<file path="config.mk">
export PLATFORM = sky130hd
export DESIGN_NAME = ifetch
export DESIGN_NICKNAME = d
export VERILOG_FILES = /design/src/rtl/core_pkg.sv /design/src/rtl/fetch_fifo.sv /design/src/rtl/ifetch.sv
export SDC_FILE = /design/constraint.sdc
export NUM_CORES = 1
export LEC_CHECK = 0
export CAP_MARGIN = 20
export CORE_MARGIN = 5
export CORE_UTILIZATION = 53
export CTS_BUF_LIST = sky130_fd_sc_hd__clkbuf_2 sky130_fd_sc_hd__clkbuf_4 sky130_fd_sc_hd__clkbuf_8
export DETAILED_ROUTE_END_ITERATION = 10
export HOLD_SLACK_MARGIN = 0.03
export PLACE_DENSITY_LB_ADDON = 0.2
export SLEW_MARGIN = 25
export SYNTH_ARGS = -nofsm -noshare
export SYNTH_HDL_FRONTEND = slang
export SYNTH_HIERARCHICAL = 1
export SYNTH_SLANG_ARGS = --single-unit
</file>
<file path="constraint.sdc">
create_clock -name clk -period 10.4 [get_ports clk]
set_input_delay 2.6 -clock clk [delete_from_list [all_inputs] [get_ports clk]]
set_output_delay 2.6 -clock clk [all_outputs]
set_load 0.03 [all_outputs]
</file>
<file path="src/rtl/core_pkg.sv">
// Shared core types: datapath widths, the canonical NOP and the fetch entry
// that travels from the PC stage through the fetch FIFO to decode.
package core_pkg;

    localparam int INSTR_W = 32;
    localparam int ADDR_W  = 32;

    localparam logic [INSTR_W-1:0] NOP_INSTR = 32'h0000_0013;

    typedef struct packed {
        logic [ADDR_W-1:0]  pc;
        logic [INSTR_W-1:0] instr;
        logic               fault;
    } fetch_entry_t;

endpackage

</file>
<file path="src/rtl/fetch_fifo.sv">
// Small synchronous FIFO. Flush beats push/pop; push and pop may coincide
// when full, which keeps occupancy constant.
module fetch_fifo
    import core_pkg::*;
#(
    parameter int  DEPTH   = 2,
    parameter type entry_t = fetch_entry_t
) (
    input  logic   clk,
    input  logic   reset,
    input  logic   push,
    input  logic   pop,
    input  logic   flush,
    input  entry_t din,
    output entry_t dout,
    output logic   full,
    output logic   empty
);

    localparam int AW = $clog2(DEPTH);
    localparam int CW = $clog2(DEPTH + 1);

    entry_t          mem [DEPTH];
    logic [AW-1:0]   wr_ptr;
    logic [AW-1:0]   rd_ptr;
    logic [CW-1:0]   count;
    logic            do_push;
    logic            do_pop;

    assign full    = (count == CW'(DEPTH));
    assign empty   = (count == '0);
    assign do_pop  = pop && !empty;
    assign do_push = push && (!full || do_pop);
    assign dout    = mem[rd_ptr];

    // NOTE: state registers use non-blocking assignments so every always_ff
    // sees the pre-edge values of the others, matching the hardware.
    always_ff @(posedge clk) begin
        if (reset || flush) begin
            wr_ptr <= '0;
            rd_ptr <= '0;
            count  <= '0;
        end else begin
            if (do_push) wr_ptr <= wr_ptr + 1'b1;
            if (do_pop)  rd_ptr <= rd_ptr + 1'b1;
            if (do_push && !do_pop)
                count <= count + 1'b1;
            else if (!do_push && do_pop)
                count <= count - 1'b1;
        end
    end

    // NOTE: storage is deliberately not reset; the count qualifies every read,
    // so resetting it would only cost flops and routing.
    always_ff @(posedge clk) begin
        if (do_push && !flush)
            mem[wr_ptr] <= din;
    end

endmodule

</file>
<file path="src/rtl/ifetch.sv">
// Instruction fetch: PC register, fault check against the memory map, push and
// redirect control into the fetch FIFO, and the delivered-instruction counter.
module ifetch
    import core_pkg::*;
#(
    parameter logic [ADDR_W-1:0] RESET_PC   = 32'h0000_0000,
    parameter int                DEPTH      = 2,
    parameter int                IMEM_WORDS = 4096
) (
    input  logic               clk,
    input  logic               reset,
    output logic [ADDR_W-1:0]  iaddr,
    input  logic [INSTR_W-1:0] idata,
    input  logic               redirect_valid,
    input  logic [ADDR_W-1:0]  redirect_pc,
    output logic               out_valid,
    input  logic               out_ready,
    output logic [INSTR_W-1:0] out_instr,
    output logic [ADDR_W-1:0]  out_pc,
    output logic               out_fault,
    output logic [31:0]        fetch_count
);

    logic [ADDR_W-1:0] pc;
    logic              fault;
    logic              push;
    logic              pop;
    logic              full;
    logic              empty;
    fetch_entry_t      wr_entry;
    fetch_entry_t      head;

    assign iaddr = pc;
    assign fault = (pc[1:0] != 2'b00) || ({2'b00, pc[ADDR_W-1:2]} >= ADDR_W'(IMEM_WORDS));
    assign pop   = out_valid && out_ready;
    assign push  = !redirect_valid && (!full || pop);

    // NOTE: every field gets a value on every path through the block, so no
    // latch can be inferred.
    always_comb begin
        wr_entry.pc    = pc;
        wr_entry.fault = fault;
        wr_entry.instr = fault ? NOP_INSTR : idata;
    end

    fetch_fifo #(
        .DEPTH   (DEPTH),
        .entry_t (fetch_entry_t)
    ) u_fifo (
        .clk   (clk),
        .reset (reset),
        .push  (push),
        .pop   (pop),
        .flush (redirect_valid),
        .din   (wr_entry),
        .dout  (head),
        .full  (full),
        .empty (empty)
    );

    // Head fields read as zero whenever nothing is buffered.
    assign out_valid = !empty;
    assign out_pc    = empty ? '0 : head.pc;
    assign out_instr = empty ? '0 : head.instr;
    assign out_fault = !empty && head.fault;

    always_ff @(posedge clk) begin
        if (reset) begin
            pc          <= RESET_PC;
            fetch_count <= '0;
        end else begin
            if (pop) fetch_count <= fetch_count + 1'b1;
            if (redirect_valid)
                pc <= redirect_pc;
            else if (push)
                pc <= pc + 32'd4;
        end
    end

endmodule

</file>
After elaboration in Yosys (flattened, before gate mapping)
Memory sizes are Yosys's and may differ from the RTL's. A register that Yosys moved wholly into a read port is not among the register bits.
Index checks and enable logic that the tools add are counted.
Widths: inputs -> output; s select.
{"block": "word_totals", "wordCells": 46, "inputBits": 68, "out_inout_bits": 130, "regBits": 68, "n_memories": 1, "ramBits": 130}
{"block": "op_classes", "addsub": 6, "n_eq_ne": 1, "n_lt_le_gt_ge": 1, "n_reduce_logical": 21, "n_mux": 11}
{"name": "u_fifo.mem", "depth": 2, "width": 65, "read_ports": 1, "rd_ports_with_merged_regs": 1, "wr": 1, "line_no": "fetch_fifo.sv:23", "source": "entry_t mem [DEPTH];"}
{"op": "$mux 32", "n": 5}
{"op": "$add 32x1->32 const B", "n": 1}
{"op": "$add 32x3->32 const B", "n": 1}
{"op": "$ge 30x13->1 const B", "n": 1}
{"op": "$logic_and 1x1->1", "n": 8}
{"op": "$reduce_bool 2->1", "n": 3}
{"op": "$logic_not 1->1", "n": 5}
{"op": "$logic_or 1x1->1", "n": 4}
{"op": "$mux 1", "n": 4}
{"op": "$mux 2", "n": 2}
{"op": "$add 1x1->1 const B", "n": 2}
{"op": "$add 2x1->2 const B", "n": 1}
{"op": "$eq 2x2->1 const B", "n": 1}
{"op": "$logic_not 2->1", "n": 1}
{"op": "$sub 2x1->2 const B", "n": 1}

Logic depth before layout (Yosys ltp)
Gate-level depths: netlist of run 1.
{"block": "depth", "depth_word": 10, "mapped_depth": 11}

Cells and area by module
The synthesis of run 1 kept the hierarchy.
{"module": "fetch_fifo", "area_per_inst_um2": 4923.5, "cells_per_inst": 229, "instances": 1}
{"module": "ifetch", "area_per_inst_um2": 4493.1, "cells_per_inst": 576, "instances": 1}

Worst setup path before layout of run 1
OpenSTA, ideal clock, no wires.
{"block": "synth_path", "path_kind": "input-to-reg", "start": "in out_ready", "end": "mem u_fifo/mem[1][0] (netlist bit), enable pin", "setup_time_ns": 0.583, "t_arrival_ns": 8.025, "cell_stages": 6, "required_time_ns": 9.817, "setup_slack_ns": 1.792, "path_cell_list": "nand2b_1 -> buf_2 -> clkbuf_1 -> a21oi_1 -> o21ai_2 -> nor3b_1"}
{"block": "synth_between", "elab_chain_cells": 7}
{"item": "start, declared", "line_no": "ifetch.sv:17", "source": "input logic out_ready,"}
{"item": "$logic_and 1x1->1", "line_no": "ifetch.sv:35", "source": "assign pop = out_valid && out_ready;"}
{"item": "$logic_or 1x1->1", "line_no": "ifetch.sv:36", "source": "assign push = !redirect_valid && (!full || pop);"}
{"item": "$logic_and 1x1->1", "line_no": "ifetch.sv:36"}
{"item": "net push", "line_no": "ifetch.sv:26", "source": "logic push;"}
{"item": "$logic_and 1x1->1", "line_no": "fetch_fifo.sv:33", "source": "assign do_push = push && (!full || do_pop);"}
{"item": "$logic_and 1x1->1", "line_no": "fetch_fifo.sv:56", "source": "if (do_push && !flush)"}
{"item": "$mux 1", "line_no": "fetch_fifo.sv:56"}
{"item": "$mux 1 (not written as such)", "line_no": "fetch_fifo.sv:57", "source": "mem[wr_ptr] <= din;"}
{"item": "end, declared", "line_no": "fetch_fifo.sv:23"}
The timed path passes the listed nets, and every way through them passes these cells.

==> metrics.yaml, run 1 <==
worst_setup_path:
  rr_endpoint: "u_fifo/mem[1][21]"
  required_ns: 7.80
  cp_max_fo: 65
  critPathArrivalTime_ns: 2.68
  cp-start-kind: "flip-flop"
  criticalPathCategory: "flip-flop to output port"
  crit_end: "out_pc[8]"
  worst_setup_path_end_kind: "output port"
  r2r_slack_ns: 7.35
  rr_worst_depth: 6
  worstReg2RegStart: "u_fifo/count[0]"
logic_synthesis:
  synth-seq-cells: 199
  synth_largest_area_cell: "edfxtp_1"
  syn-cell-area_um2: 9420
  synth-main-ff-cell: "edfxtp_1"
  synth_cells: 805
  ys_warn_count: 6
  synth_edf_count: 130
  ys_top_cells_by_area: "edfxtp_1 (41%), dfxtp_1 (15%), mux2_1 (6.0%)"
  yosysMostFrequentCell: "edfxtp_1"
  async_flop_share: 0
  synth-seq-area-share: 0.561
  syn_nets: 877
  avgSynthCellArea_um2: 11.7
  yosysUniqueCellTypes: 56
  ys_top_cells_by_count: "edfxtp_1 (130), dfxtp_1 (69), nor2b_1 (68)"
  synth_top_area_share: 0.415
clock_network:
  cts.path.max_buffers: 2
  cts_buffers: 17
  cts.sinks: 199
  cts_resized: 0
  post-cts-setup-buffers: 0
  htree_num_levels: 4
  hold_buffers: 0
  clk_latency_ns: 0.46
  cts-root-buf: "clkbuf_8"
  clk_pin_slew_ns: 0.10
  cts_tree: "done"
place:
  dpl.cell_count: 1155
  io_buffer_count: 197
  place_hpwl_mm: 14.6
  place_congestion: 0.858
sta:
  rsz0062_at_grt: "false"
  final_max_slew_viol_count: 0
  setup_violations: 0
  fin_crit_ns: 5.28
  slew_headroom: 0.377
  skew_ns: 0.0173
  max_freq_mhz: 189
  tns_ns: 0
  worst_pin_slew_ns: 0.934
  final.period_utilization: 0.508
  hold_viol_final: 0
global_route:
  grt_usage: 0.214
  antenna_found_initial: 0
  grt_pass1_vias: 6578
  grt_pass1_wl_mm: 34.7
  grt_overflow_total: 0
  grt_max_degree: 79
route:
  ant_nets: 0
  wl_per_cell_um: 18.5
  first_pass_iters: 5
  route.detailed.drc: 0
  drt_iter0_drc: 425
  routed_wl_mm: 22.0
  vias_per_cell: 5.73
  vias: 6802
finish:
  multi_input_area_um2: 3600
  seq_area_um2: 5290
  nets: 1021
  nFillCells: 1365
  fin_cells: 1187
  diodes: 0
  layout-area-overhead-vs-synth_pct: 23.5
  drive_gt1_frac: 0.0707
worst_hold_path:
  hold_class: "flip-flop to flip-flop"
power:
  leakage_nw: 3.67
  total_power_mw: 1.62
  power.density_nw_per_um2: 139
  peakVddDrop_mv: 0.0881
die:
  boundaryPins: 198
  row_count: 48
  die_h_um: 143
  coreArea_um2: 17400
  initial_core_util: 0.543
  dieArea_um2: 20500
  dieWidth_um: 143
run_status:
  status: "complete, no violations"
run:
  maxCapViolations: 0
final cells by class:
| type | instances | area share |
|---|---|---|
| clock buffers | 18 | 0.0208 |
| clock inverters | 14 | 0.0118 |
| inverters | 17 | 0.00549 |
| multi-input cells | 510 | 0.309 |
| flip-flops and latches | 199 | 0.455 |
| well taps | 225 | 0.0242 |
| repair buffers | 204 | 0.174 |
registers in the layout, summed over array words and instances, names as in the netlist, named ones only:
name           count
u_fifo/mem       130
u_fifo/count       2
u_fifo/wr_ptr      1
fetch_count       32
iaddr             32
u_fifo/rd_ptr      1
how the worst min path moves through the flow:
stage / endpoint / depth (start not counted) / from / slack (ns)
6_report: fetch_count[31] / 2 / fetch_count[31] / 0.50
5_1_grt: fetch_count[17] / 2 / fetch_count[17] / 0.53
4_1_cts: fetch_count[31] / 2 / fetch_count[31] / 0.50
3_5_place_dp: fetch_count[31] / 2 / fetch_count[31] / 0.48
3_3_place_gp: fetch_count[31] / 2 / fetch_count[31] / 0.47
2_1_floorplan: u_fifo/wr_ptr / 2 / u_fifo/wr_ptr / 0.46
cells in the final DEF, fill, tap and decap left out, drive strengths merged, types with 6 or more instances in the layout:
cell type      Yosys  layout
nor2b             68      68
nand2             27      27
a311oi            17      17
nor2              37      37
and2              33      33
xor2              10      10
nand3             33      33
inv               16      23
and4               8       8
clkdlybuf4s50      0     196
nor4               7       7
a21oi             30      30
or3               16      16
nand4             17      17
xnor2              8       8
nor3b              7       7
nor3              10      10
edfxtp           130     130
dfxtp             69      69
clkbuf            27      18
clkinv             1       6
o21ai             19      19
or4               27      27
buf               51       8
o31ai             26      26
a211oi            11      11
mux2              65      65
worst max-delay path, cell delays in order (launching register included):
cell and delay [ns]:
dfxtp_4 0.98, mux2_1 0.43, nor2b_1 0.17, clkdlybuf4s50_1 0.63
layer usage:
metal | part of all wire | global-route usage | vias to the layer above | routed length [um]
met5 | 0 | 0 | - | 0
met4 | 0.019 | 0.0694 | 0 | 420
met3 | 0.072 | 0.0423 | 31 | 1580
met2 | 0.46 | 0.348 | 247 | 10200
met1 | 0.45 | 0.293 | 3273 | 9780
li1 | - | - | 3251 | -
power by group:
group          switching [mW]  internal (mW)  total [mW]
clock                   0.280          0.199       0.479
combinational           0.134          0.103       0.237
sequential             0.0283          0.872       0.900
stage by stage:
| step | hold slack (ns) | setup WS [ns] | area, um^2 | utilization |
|---|---|---|---|---|
| 6_report | 0.496 | 5.12 | 11600 | 0.670 |
| 5_1_grt | 0.529 | 5.00 | 11600 | 0.670 |
| 3_3_place_gp | 0.470 | 4.96 | 11200 | 0.648 |
| 3_5_place_dp | 0.476 | 4.90 | 11200 | 0.648 |
| 4_1_cts | 0.495 | 5.06 | 11600 | 0.670 |
| 2_1_floorplan | 0.456 | 1.79 | 9420 | - |
cell families after synthesis:
family                   share of synthesized area
adder cells (fa/ha/maj)                    0.00532
AO/OA/AOI/OAI                               0.0854
buffers and inverters                       0.0587
AND/OR/NAND/NOR                              0.192
multiplexers                                0.0809
XOR/XNOR                                    0.0167
flip-flops                                   0.561
No activity file was read; power rests on OpenSTA's default activity.
==> run 2, diff against run 1 <==
- CORE_UTILIZATION: 53 -> 48
- clock period: 10.4 -> 4.2 ns (I/O delays scaled with it)
==> run 2 against run 1 <==
  * Non-clock buffer count increased by 6
  * Utilization is 6.3 points lower
  * Sequential power is 150% higher
  * Flip-flop and latch count unchanged
  * Clock skew grew 0.0013 ns
  * Largest cell class unchanged
  * Largest power group unchanged
  * Highest routed layer unchanged
==> metrics.yaml, run 2 (same netlist as run 1, synthesis figures left out) <==
die:
  initial_core_util: 0.485
  dieArea_um2: 22500
  die_h_um: 150
  coreArea_um2: 19400
  row_count: 51
  dieWidth_um: 150
  boundaryPins: 198
worst_setup_path:
  rr_endpoint: "u_fifo/count[1]"
  cp-start-kind: "flip-flop"
  worstReg2RegStart: "u_fifo/count[1]"
  critPathArrivalTime_ns: 2.59
  r2r_slack_ns: 1.33
  criticalPathCategory: "flip-flop to output port"
  cp_max_fo: 33
  rr_worst_depth: 8
  worst_setup_path_end_kind: "output port"
  required_ns: 3.15
run:
  maxCapViolations: 0
finish:
  largest_reg_flops: 130
  diodes: 0
  nets: 1027
  layout_commonest_cell: "clkdlybuf4s50_1"
  final_cell_mix: "clkdlybuf4s50_1 (196), edfxtp_1 (130), nor2b_1 (68), dfxtp_1 (68), mux2_1 (50)"
  nFillCells: 1634
  layout-area-overhead-vs-synth_pct: 25.0
  largest-register: "u_fifo/mem"
  drive_gt1_frac: 0.0754
worst_hold_path:
  min_to: "fetch_count[31]"
  hold_depth: 2
  hold_class: "flip-flop to flip-flop"
  holdCritStartpoint: "fetch_count[31]"
sta:
  setup_violations: 0
  skew_ns: 0.0186
  worst_pin_slew_ns: 0.656
  rsz0062_at_grt: "false"
  final_max_slew_viol_count: 0
  fin_crit_ns: 3.64
  hold_viol_final: 0
  tns_ns: 0
  max_freq_mhz: 275
  final.period_utilization: 0.867
  slew_headroom: 0.551
power:
  power.density_nw_per_um2: 339
  total_power_mw: 3.98
  peakVddDrop_mv: 0.184
  leakage_nw: 3.70
global_route:
  grt_overflow_total: 0
  grt_pass1_vias: 6571
  antenna_found_initial: 0
  grt_usage: 0.198
  grt_pass1_wl_mm: 34.9
  grt_max_degree: 56
place:
  io_buffer_count: 197
  place_hpwl_mm: 15.4
  place_congestion: 0.848
clock_network:
  cts-root-buf: "clkbuf_8"
  cts_resized: 0
  hold_buffers: 0
  cts_buffers: 17
  clk_pin_slew_ns: 0.11
  cts.sinks: 199
  cts.path.max_buffers: 2
  clk_latency_ns: 0.47
  post-cts-setup-buffers: 0
  htree_num_levels: 4
  cts_tree: "done"
run_status:
  status: "complete, no violations"
route:
  drt_iter0_drc: 398
  wl_per_cell_um: 18.2
  route.detailed.drc: 0
  vias: 6766
  ant_nets: 0
  routed_wl_mm: 22.4
  vias_per_cell: 5.49
  first_pass_iters: 5
==> run 2: through the flow <==
stage,cell area (um^2),setup WS [ns],std cells,hold WS [ns],util
6_report,11800,0.559,1233,0.494,0.607
5_1_grt,11800,0.433,1233,0.538,0.607
4_1_cts,11800,0.513,1233,0.496,0.607
3_5_place_dp,11400,0.758,1201,0.477,0.587
3_3_place_gp,11400,0.805,1201,0.470,0.587
2_1_floorplan,9440,0.328,805,0.470,-
==> run 2: final cells by class <==
type,count,area [um^2],area share
clock buffers,19,255,0.0217
clock inverters,13,119,0.0101
inverters,17,63.8,0.00542
multi-input cells,510,3610,0.307
flip-flops and latches,199,5290,0.449
well taps,265,332,0.0282
repair buffers,210,2100,0.179
==> run 2: metal layers <==
layer  routed length [um]  global-route usage  vias up
met2                10300               0.307      214
li1                     -                   -     3264
met4                  310              0.0480        0
met1                10300               0.283     3265
met3                 1470              0.0472       23
met5                    0                   0        -
==> run 2: critical path: stages, from the launching register on <==
cell and delay [ns]:
dfxtp_4 0.70, buf_12 0.29, mux2_1 0.37, nor2b_1 0.14
clkdlybuf4s50_1 0.60
==> run 2: worst max-delay path by stage <==
stage / from / to
floorplan: out_ready / u_fifo/mem[1][0]
global placement: out_ready / u_fifo/count[1]
detailed placement: out_ready / u_fifo/count[1]
CTS: flip-flop / out_instr[4]
global route: flip-flop / out_instr[3]
finish: flip-flop / out_pc[8]
==> run 2: report_power, final <==
group / switching [mW] / internal, mW
Combinational: 0.334 / 0.264
Clock: 0.707 / 0.452
Sequential: 0.0688 / 2.16
Total: 1.11 / 2.87
==> run 3, diff against run 2 <==
- GPL_ROUTABILITY_DRIVEN: not set -> 0
==> results of run 3 <==
Final layout, timing and power as in run 2 (identical DEF).
